### config.mk
export PLATFORM = sky130hd
export DESIGN_NAME = vms_check_sequencer
export DESIGN_NICKNAME = d
export VERILOG_FILES = /design/src/rtl/vms_pkg.sv /design/src/rtl/vms_hold_timer.sv /design/src/rtl/vms_check_sequencer.sv
export SDC_FILE = /design/constraint.sdc
export NUM_CORES = 1
export LEC_CHECK = 0
export BUFFER_PORTS_ARGS = -buffer_cell sky130_fd_sc_hd__buf_2
export CAP_MARGIN = 15
export CORE_UTILIZATION = 54
export DETAILED_ROUTE_END_ITERATION = 10
export PLACE_DENSITY = 0.85
export SLEW_MARGIN = 20
export SYNTH_ARGS = -nofsm -noshare
export SYNTH_HDL_FRONTEND = slang
export SYNTH_SLANG_ARGS = --single-unit
### constraint.sdc
create_clock -name clk -period 4.77 [get_ports clk]
set_clock_uncertainty 0.05 [all_clocks]
set_input_delay 0.477 -clock clk [delete_from_list [all_inputs] [get_ports clk]]
set_output_delay 0.477 -clock clk [all_outputs]
set_load 0.005 [all_outputs]
### src/rtl/vms_pkg.sv
// Shared code table and state encoding for the vehicle-monitor check bus.
// Both the sequencer and the monitor FSM import this so codes always match.
package vms_pkg;

    localparam logic [3:0] CODE_NOUSER = 4'b0000;
    localparam logic [3:0] CODE_FUEL   = 4'b0001;
    localparam logic [3:0] CODE_DOOR   = 4'b0010;
    localparam logic [3:0] CODE_BELT   = 4'b0011;
    localparam logic [3:0] CODE_BRAKE  = 4'b0100;
    localparam logic [3:0] CODE_BP     = 4'b0101;
    localparam logic [3:0] CODE_STRESS = 4'b0110;
    localparam logic [3:0] CODE_START  = 4'b0111;

    localparam logic [3:0] FAULT_NONE   = 4'b0000;
    localparam logic [3:0] FAULT_ACK_TO = 4'b0111;

    localparam logic [2:0] LAST_IDX = 3'd5;

    typedef enum logic [2:0] {
        S_IDLE     = 3'd0,
        S_SEND     = 3'd1,
        S_WAIT_ACK = 3'd2,
        S_DONE     = 3'd3,
        S_FAULT    = 3'd4
    } state_t;

    // Check index 0..5 maps onto codes 0001..0110.
    function automatic logic [3:0] chk_code(input logic [2:0] i);
        return {1'b0, i} + 4'd1;
    endfunction

endpackage

### src/rtl/vms_hold_timer.sv
// Loadable down-counter; expire is high while enabled and the count is 0.
// Ports: clk, rst, load/load_val (reload), en (count), expire.
module vms_hold_timer #(
    parameter int CNT_W = 5
) (
    input  logic             clk,
    input  logic             rst,
    input  logic             load,
    input  logic [CNT_W-1:0] load_val,
    input  logic             en,
    output logic             expire
);

    logic [CNT_W-1:0] count;

    always_ff @(posedge clk) begin
        if (rst) begin
            count <= '0;
        end else if (load) begin
            count <= load_val;
        end else if (en && count != '0) begin
            count <= count - CNT_W'(1);
        end
    end

    assign expire = en && (count == '0);

endmodule

### src/rtl/vms_check_sequencer.sv
// Walks the six pre-start checks onto the monitor bus and reports done/fault.
// Ports: clk, rst, start_req, sensor_ok[5:0], monitor_flag in; code_out,
// code_valid, busy, done, fault, fault_code out (all registered).
module vms_check_sequencer
    import vms_pkg::*;
#(
    parameter int HOLD_CYCLES = 8,
    parameter int ACK_TIMEOUT = 16,
    parameter int CNT_W       = 5
) (
    input  logic       clk,
    input  logic       rst,
    input  logic       start_req,
    input  logic [5:0] sensor_ok,
    input  logic       monitor_flag,
    output logic [3:0] code_out,
    output logic       code_valid,
    output logic       busy,
    output logic       done,
    output logic       fault,
    output logic [3:0] fault_code
);

    state_t           state;
    logic [2:0]       idx;
    logic             start_q;
    logic             tmr_load;
    logic             tmr_en;
    logic             tmr_exp;
    logic [CNT_W-1:0] tmr_val;
    logic             start_rise;

    assign start_rise = start_req && !start_q;

    // Timer sits preloaded with the hold length in IDLE, and is reloaded
    // on each hold expiry (with the ack window after the last code).
    assign tmr_en   = (state == S_SEND) || (state == S_WAIT_ACK);
    assign tmr_load = (state == S_IDLE) || ((state == S_SEND) && tmr_exp);
    assign tmr_val  = ((state == S_SEND) && (idx == LAST_IDX))
                    ? CNT_W'(ACK_TIMEOUT - 1)
                    : CNT_W'(HOLD_CYCLES - 1);

    vms_hold_timer #(
        .CNT_W(CNT_W)
    ) u_timer (
        .clk     (clk),
        .rst     (rst),
        .load    (tmr_load),
        .load_val(tmr_val),
        .en      (tmr_en),
        .expire  (tmr_exp)
    );

    always_ff @(posedge clk) begin
        if (rst) begin
            state      <= S_IDLE;
            idx        <= '0;
            // Treat a request held across reset as old: needs low-then-high.
            start_q    <= 1'b1;
            code_out   <= CODE_NOUSER;
            code_valid <= 1'b0;
            busy       <= 1'b0;
            done       <= 1'b0;
            fault      <= 1'b0;
            fault_code <= FAULT_NONE;
        end else begin
            start_q <= start_req;
            unique case (state)
                S_IDLE: begin
                    if (start_rise) begin
                        state      <= S_SEND;
                        idx        <= '0;
                        code_out   <= CODE_FUEL;
                        code_valid <= 1'b1;
                        busy       <= 1'b1;
                    end
                end
                S_SEND: begin
                    if (!start_req) begin
                        state      <= S_IDLE;
                        idx        <= '0;
                        code_out   <= CODE_NOUSER;
                        code_valid <= 1'b0;
                        busy       <= 1'b0;
                    end else if (!sensor_ok[idx]) begin
                        state      <= S_FAULT;
                        fault      <= 1'b1;
                        fault_code <= chk_code(idx);
                        code_out   <= CODE_NOUSER;
                        code_valid <= 1'b0;
                        busy       <= 1'b0;
                    end else if (tmr_exp) begin
                        // No gap between codes: monitor resets on 0000.
                        if (idx == LAST_IDX) begin
                            state <= S_WAIT_ACK;
                        end else begin
                            idx      <= idx + 3'd1;
                            code_out <= chk_code(idx + 3'd1);
                        end
                    end
                end
                S_WAIT_ACK: begin
                    if (!start_req) begin
                        state      <= S_IDLE;
                        idx        <= '0;
                        code_out   <= CODE_NOUSER;
                        code_valid <= 1'b0;
                        busy       <= 1'b0;
                    end else if (monitor_flag) begin
                        // Flag beats a simultaneous timeout.
                        state <= S_DONE;
                        done  <= 1'b1;
                        busy  <= 1'b0;
                    end else if (tmr_exp) begin
                        state      <= S_FAULT;
                        fault      <= 1'b1;
                        fault_code <= FAULT_ACK_TO;
                        code_out   <= CODE_NOUSER;
                        code_valid <= 1'b0;
                        busy       <= 1'b0;
                    end
                end
                S_DONE, S_FAULT: begin
                    if (!start_req) begin
                        state      <= S_IDLE;
                        idx        <= '0;
                        code_out   <= CODE_NOUSER;
                        code_valid <= 1'b0;
                        busy       <= 1'b0;
                        done       <= 1'b0;
                        fault      <= 1'b0;
                        fault_code <= FAULT_NONE;
                    end
                end
                default: begin
                    state <= S_IDLE;
                end
            endcase
        end
    end

endmodule

Word level (Yosys, flattened, before mapping)
Index checks and enable logic that the tools add are counted.
- ROM bits: 0
- bits in latches: 0
- input bits: 10
- memories kept: 0
- logic and storage cells: 121
- output and inout port bits: 12
- bits in writable memories: 0
- bits in registers: 24
- divide/modulo/power cells: 0
- muxes and demuxes: 57
- add/subtract/negate cells: 4
- reduce and logical (&&, ||, !) cells: 25
- equal/unequal tests: 24
- shifts and indexed selects: 0
- multipliers: 0
- bitwise operators: 0
- magnitude comparators: 1
- operators with widths (kind ; count):
    $mux W4 ; 15
    $mux W3 ; 14
    $ne A2 B2 Y1 const B ; 9
    $mux W1 ; 17
    $ne A4 B4 Y1 const B ; 4
    $pmux W4 S4 ; 1
    $ne A3 B3 Y1 const B ; 5
    $reduce_and A7 Y1 ; 2
    $pmux W3 S4 ; 1
    $pmux W4 S3 ; 1
    $reduce_and A6 Y1 ; 2
    $mux W5 ; 2
    $reduce_and A5 Y1 ; 2
    $pmux W3 S3 ; 1
    $add A3 B1 Y4 const B ; 2
    $pmux W1 S4 ; 2
    $eq A3 B2 Y1 const B ; 2
    $eq A3 B3 Y1 const B ; 2
    $reduce_bool A3 Y1 ; 2
    $logic_and A1 B1 Y1 ; 5
    $logic_not A5 Y1 ; 1
    $reduce_bool A5 Y1 ; 1
    $sub A5 B1 Y5 const B ; 1
    $lt A3 B4 Y1 const B ; 1
    14 further kinds ; 16

Longest topological paths before layout
- depth in word-level cells: 7
- mapped depth: 7

Hierarchy
From an unflattened synthesis, not the netlist that was laid out.
- cells, all modules: 188
- area, all modules: 1531.5 sq um
- modules (own cells, without submodules) (module ; area an instance (sq um) ; times used ; cells each):
    vms_check_sequencer ; 1218.7 ; 1 ; 150
    vms_hold_timer ; 312.8 ; 1 ; 38

Worst setup path after synthesis
Ideal clock, no wire load.
- kind: register to register
- start: register u_timer.count[0]
- end: register code_out[3]
- period minus slack after synthesis: 2.115 ns
- setup slack: 2.655 ns
- arrival: 2.006 ns
- path buffers: 0
- stages on the path, launching flop included: 8
- library setup time: 0.059 ns
- cells stage by stage: dfxtp_1 > inv_1 > ha_1 > or4b_4 > or3_4 > or3_4 > nor3_2 > a31o_1
- longest elaborated chain between the ends: 4
- RTL lines (element ; RTL line ; source):
    from (decl) ; vms_hold_timer.sv:14 ; logic [CNT_W-1:0] count;
    from (signal assigned) ; vms_hold_timer.sv:20 ; count <= load_val;
    from (signal assigned) ; vms_hold_timer.sv:22 ; count <= count - CNT_W'(1);
    $logic_not A5 Y1 (*) ; vms_hold_timer.sv:26 ; assign expire = en && (count == '0);
    $logic_and A1 B1 Y1 (*) ; vms_hold_timer.sv:26 ;
    $ne A4 B4 Y1 (no line) / $ne A3 B3 Y1 (equally long branches) ; - ;
    $reduce_and A7 Y1 (no line) (*) ; - ;
    to (signal assigned) ; vms_check_sequencer.sv:98 ; code_out <= chk_code(idx + 3'd1);
    to (decl) ; vms_check_sequencer.sv:16 ; output logic [3:0] code_out,
Mark *: on every way between the ends. The rest lies on a longest branch, timed or not.
A chain may end at the register's enable or synchronous reset.

Worst setup path in the final report
- start: register u_timer.count[0]
- end: register code_out[1]
The elaborated chain is that of the path after synthesis.

==> impl_results.md <==
- Outcome: complete, no violations
- Placement Setup Slack: 2.413 ns
- Hold Slack: 0.4313 ns
- Routed wire length: between 3000 and 4000 microns
- Root Buffer: clkbuf_4
- FF+latch count, synth: 24
- GRT Total Usage: 23.74%
- Worst hold path class: flip-flop to flip-flop
- TritonCTS Buffers: 3
- Total number of vias: 1394
- Hold buffer count at CTS: 0
- Clk Latency, worst-skew pair: about 0.32 ns
- Vias in the first global route: ~1100
- Max stage delay on crit path: 0.52 ns
- Fin crit period: 2.362 ns
- Final nets: approximately 210
- Highest metal used: met4
- Initial antenna violation count: 0
- RSZ-0062 raised after global routing: no
- H-tree depth: 1
- Largest net degree at the start of global routing: 21
- Initial DRC Count: 45
- Post-CTS Setup Bufs: 0
- Num ports: 22
- GRT overflow: 0
- Fin util: 62.64%
- Distinct cells, synth: 60
- Slowest CP cell: or4b_4
- WP buf/inv: 1
- Area of the mapped netlist: 1496 sq um
- CP Max Fanout: 5
- Setup WS post-layout: 2.408 ns
- Die Span Y: 54.64 microns
- Final Hold Fails: 0
- Initial core utilization: approximately 59%
- 1st-pass router iterations: 4
- Peak supply drop: 0.3198 mV
- Worst-path clk slew: ~0.13 ns
- Average size of a mapped cell: 8.454 sq um
- Leakage: 0.6687 nW
- Placer Congestion: between 0.8 and 0.9
- Slew HR: 50.88%
- Number of cells in the finished layout apart from fillers: ~220
- Pwr dens: 405.7 nW/um^2
- Design Power: 0.6466 mW
- Finished Cell Area: 1594 sq um
- Clock sinks: 24
- Post-synth EDFFs: 0
- Chip width: around 55 microns
- Cell Chain, Critical Path: inv_1 -> ha_1 -> or4b_4 -> nor3_1 -> o211a_1 -> o221ai_1 -> a32o_1
- Post-CTS sizing: 0
- Total negative slack: 0 ns
- Critical Path End Type: flip-flop
- Met2 wire len: approximately 1600 microns
- Worst EP required: 4.94 ns
- # DRC: 0
- Clk buf depth: 2
- Cells after Synth: 177
- Final Cycle Share: 49.51%
- Max Fclk: 0.4234 GHz
- Fillcell total: roughly 220
- Antenna Nets Post-Route: 0
- Max-cap violations: 0
- Startpoint types: flip-flop
- Critical path's top delay family: simple AND/OR/NAND/NOR gates
- Share of layout cells above drive strength 1: 22.40%
- Post-synth ARST share: 0%
- Top_reg_cell synth: dfxtp_1
- Synth Net Count: between 150 and 200
- First-pass GRT wire length: 5126 microns
- Hpwl dp: 2414 microns
- TritonCTS clock tree: done
- Final Max Slew Viols: 0
- Placed cell count: 218
- Synthesis Warnings: 0
- DP Area: 1558 sq um
- WL/cell: 14.88 microns
- Routed wl met3: 176 microns
- Area growth syn-to-layout: 6.522%
- Diodes inserted: 0
- # port buffers: 21
- CP Class: flip-flop to flip-flop
- Core box area: 2545 sq um
- Length of routed wiring on met1: 1492 microns
- Setup Viol. Count Final: 0
- Vias per cell: ~6.3
- FP Rows: 18
- Die ar.: between 2000 and 3000 sq um
- Share of the yosys chip area belonging to registers: 32.11%
- Worst slew pin tran: 0.7265 ns
- Arr. time, crit path: 2.54 ns
state kept, by name (all words and copies together) (netlist names):
signal and count:
idx 3, code_valid 1, done 1, busy 1, fault 1, u_timer.count 5, fault_code 4, state 3
start_q 1, code_out 4
path summary, 6_finish.rpt:
| kind | startpoint | to | slack [ns] | depth (start not counted) |
|---|---|---|---|---|
| worst max-delay path | u_timer.count[0]$_SDFFE_PP0P_ | code_out[1]$_SDFFE_PP0P_ | 2.41 | 7 |
| worst min-delay path | fault_code[0]$_SDFFE_PP0P_ | fault_code[0]$_SDFFE_PP0P_ | 0.43 | 2 |
| worst max register to register | u_timer.count[0]$_SDFFE_PP0P_ | code_out[1]$_SDFFE_PP0P_ | 2.41 | 7 |
| worst min register to register | fault_code[0]$_SDFFE_PP0P_ | fault_code[0]$_SDFFE_PP0P_ | 0.43 | 2 |
cells in the final DEF, fill, tap and decap left out, drive strengths merged, types with 3 or more instances in the layout:
master,Yosys,routed
dfxtp,24,24
or4b,3,3
mux2i,3,3
or4,3,3
clkbuf,6,4
buf,4,21
o22ai,4,4
and3,4,4
nand3,4,4
a21oi,14,14
ha,4,4
inv,12,12
nor3,5,5
xor2,4,4
o21ai,10,10
nor4,4,4
or3,4,4
nor2,8,8
nand2,18,18
final cells by class:
type	count	area [sq um]	area share, %
tap	30	37.54	2.355
sequential	24	480.5	30.14
inverter	12	45.04	2.826
multi-input combinational	131	889.6	55.81
timing repair buffer	21	105.1	6.593
clock buffer	4	36.28	2.276
worst register-to-register path, cell delays in order (launching register included):
cell and delay (ns):
dfxtp_1 0.35, inv_1 0.06, ha_1 0.20, or4b_4 0.52, nor3_1 0.29, o211a_1 0.25
o221ai_1 0.22, a32o_1 0.32
per-layer routing:
| metal | up-vias | track usage, % |
|---|---|---|
| met5 | - | 0 |
| met4 | 0 | 11.54 |
| met3 | 11 | 3.333 |
| met2 | 51 | 35.34 |
| met1 | 646 | 33.00 |
| li1 | 686 | - |
cell families after synthesis:
family	Yosys count	synth area share, %
buf+inv	22	8.444
mux	5	3.762
fa+ha+maj	4	3.345
simple gates	63	24.08
compound gates	53	24.75
flops	24	32.11
xor+xnor	6	3.512
Yosys cell counts (all sizes together) (2+ instances only):
master,count,area (sq um)
ha,4,50.05
o22ai,4,31.28
nand3,4,20.02
inv,12,45.04
nand2,18,67.56
or4b,3,33.78
clkbuf,6,42.54
xnor2,2,17.52
a31o,2,17.52
xor2,4,35.03
and2,2,13.77
a31oi,2,12.51
mux2i,3,30.03
and3,4,27.52
o21a,2,15.01
o211a,2,20.02
a41oi,2,17.52
nor2,8,30.03
o221ai,2,17.52
or3,4,36.29
a32o,2,21.27
or4,3,22.52
a21oi,14,70.07
nand2b,2,12.51
mux2,2,26.27
dfxtp,24,480.5
o21ai,10,53.80
buf,4,38.78
nor4,4,25.02
nor3,5,30.03
nor2b,2,12.51
where the power goes:
part | switching (mW) | internal (mW)
Clock | 0.0610 | 0.0467
Combinational | 0.147 | 0.115
Sequential | 0.0450 | 0.232
Power figures use the tool's default switching activity.
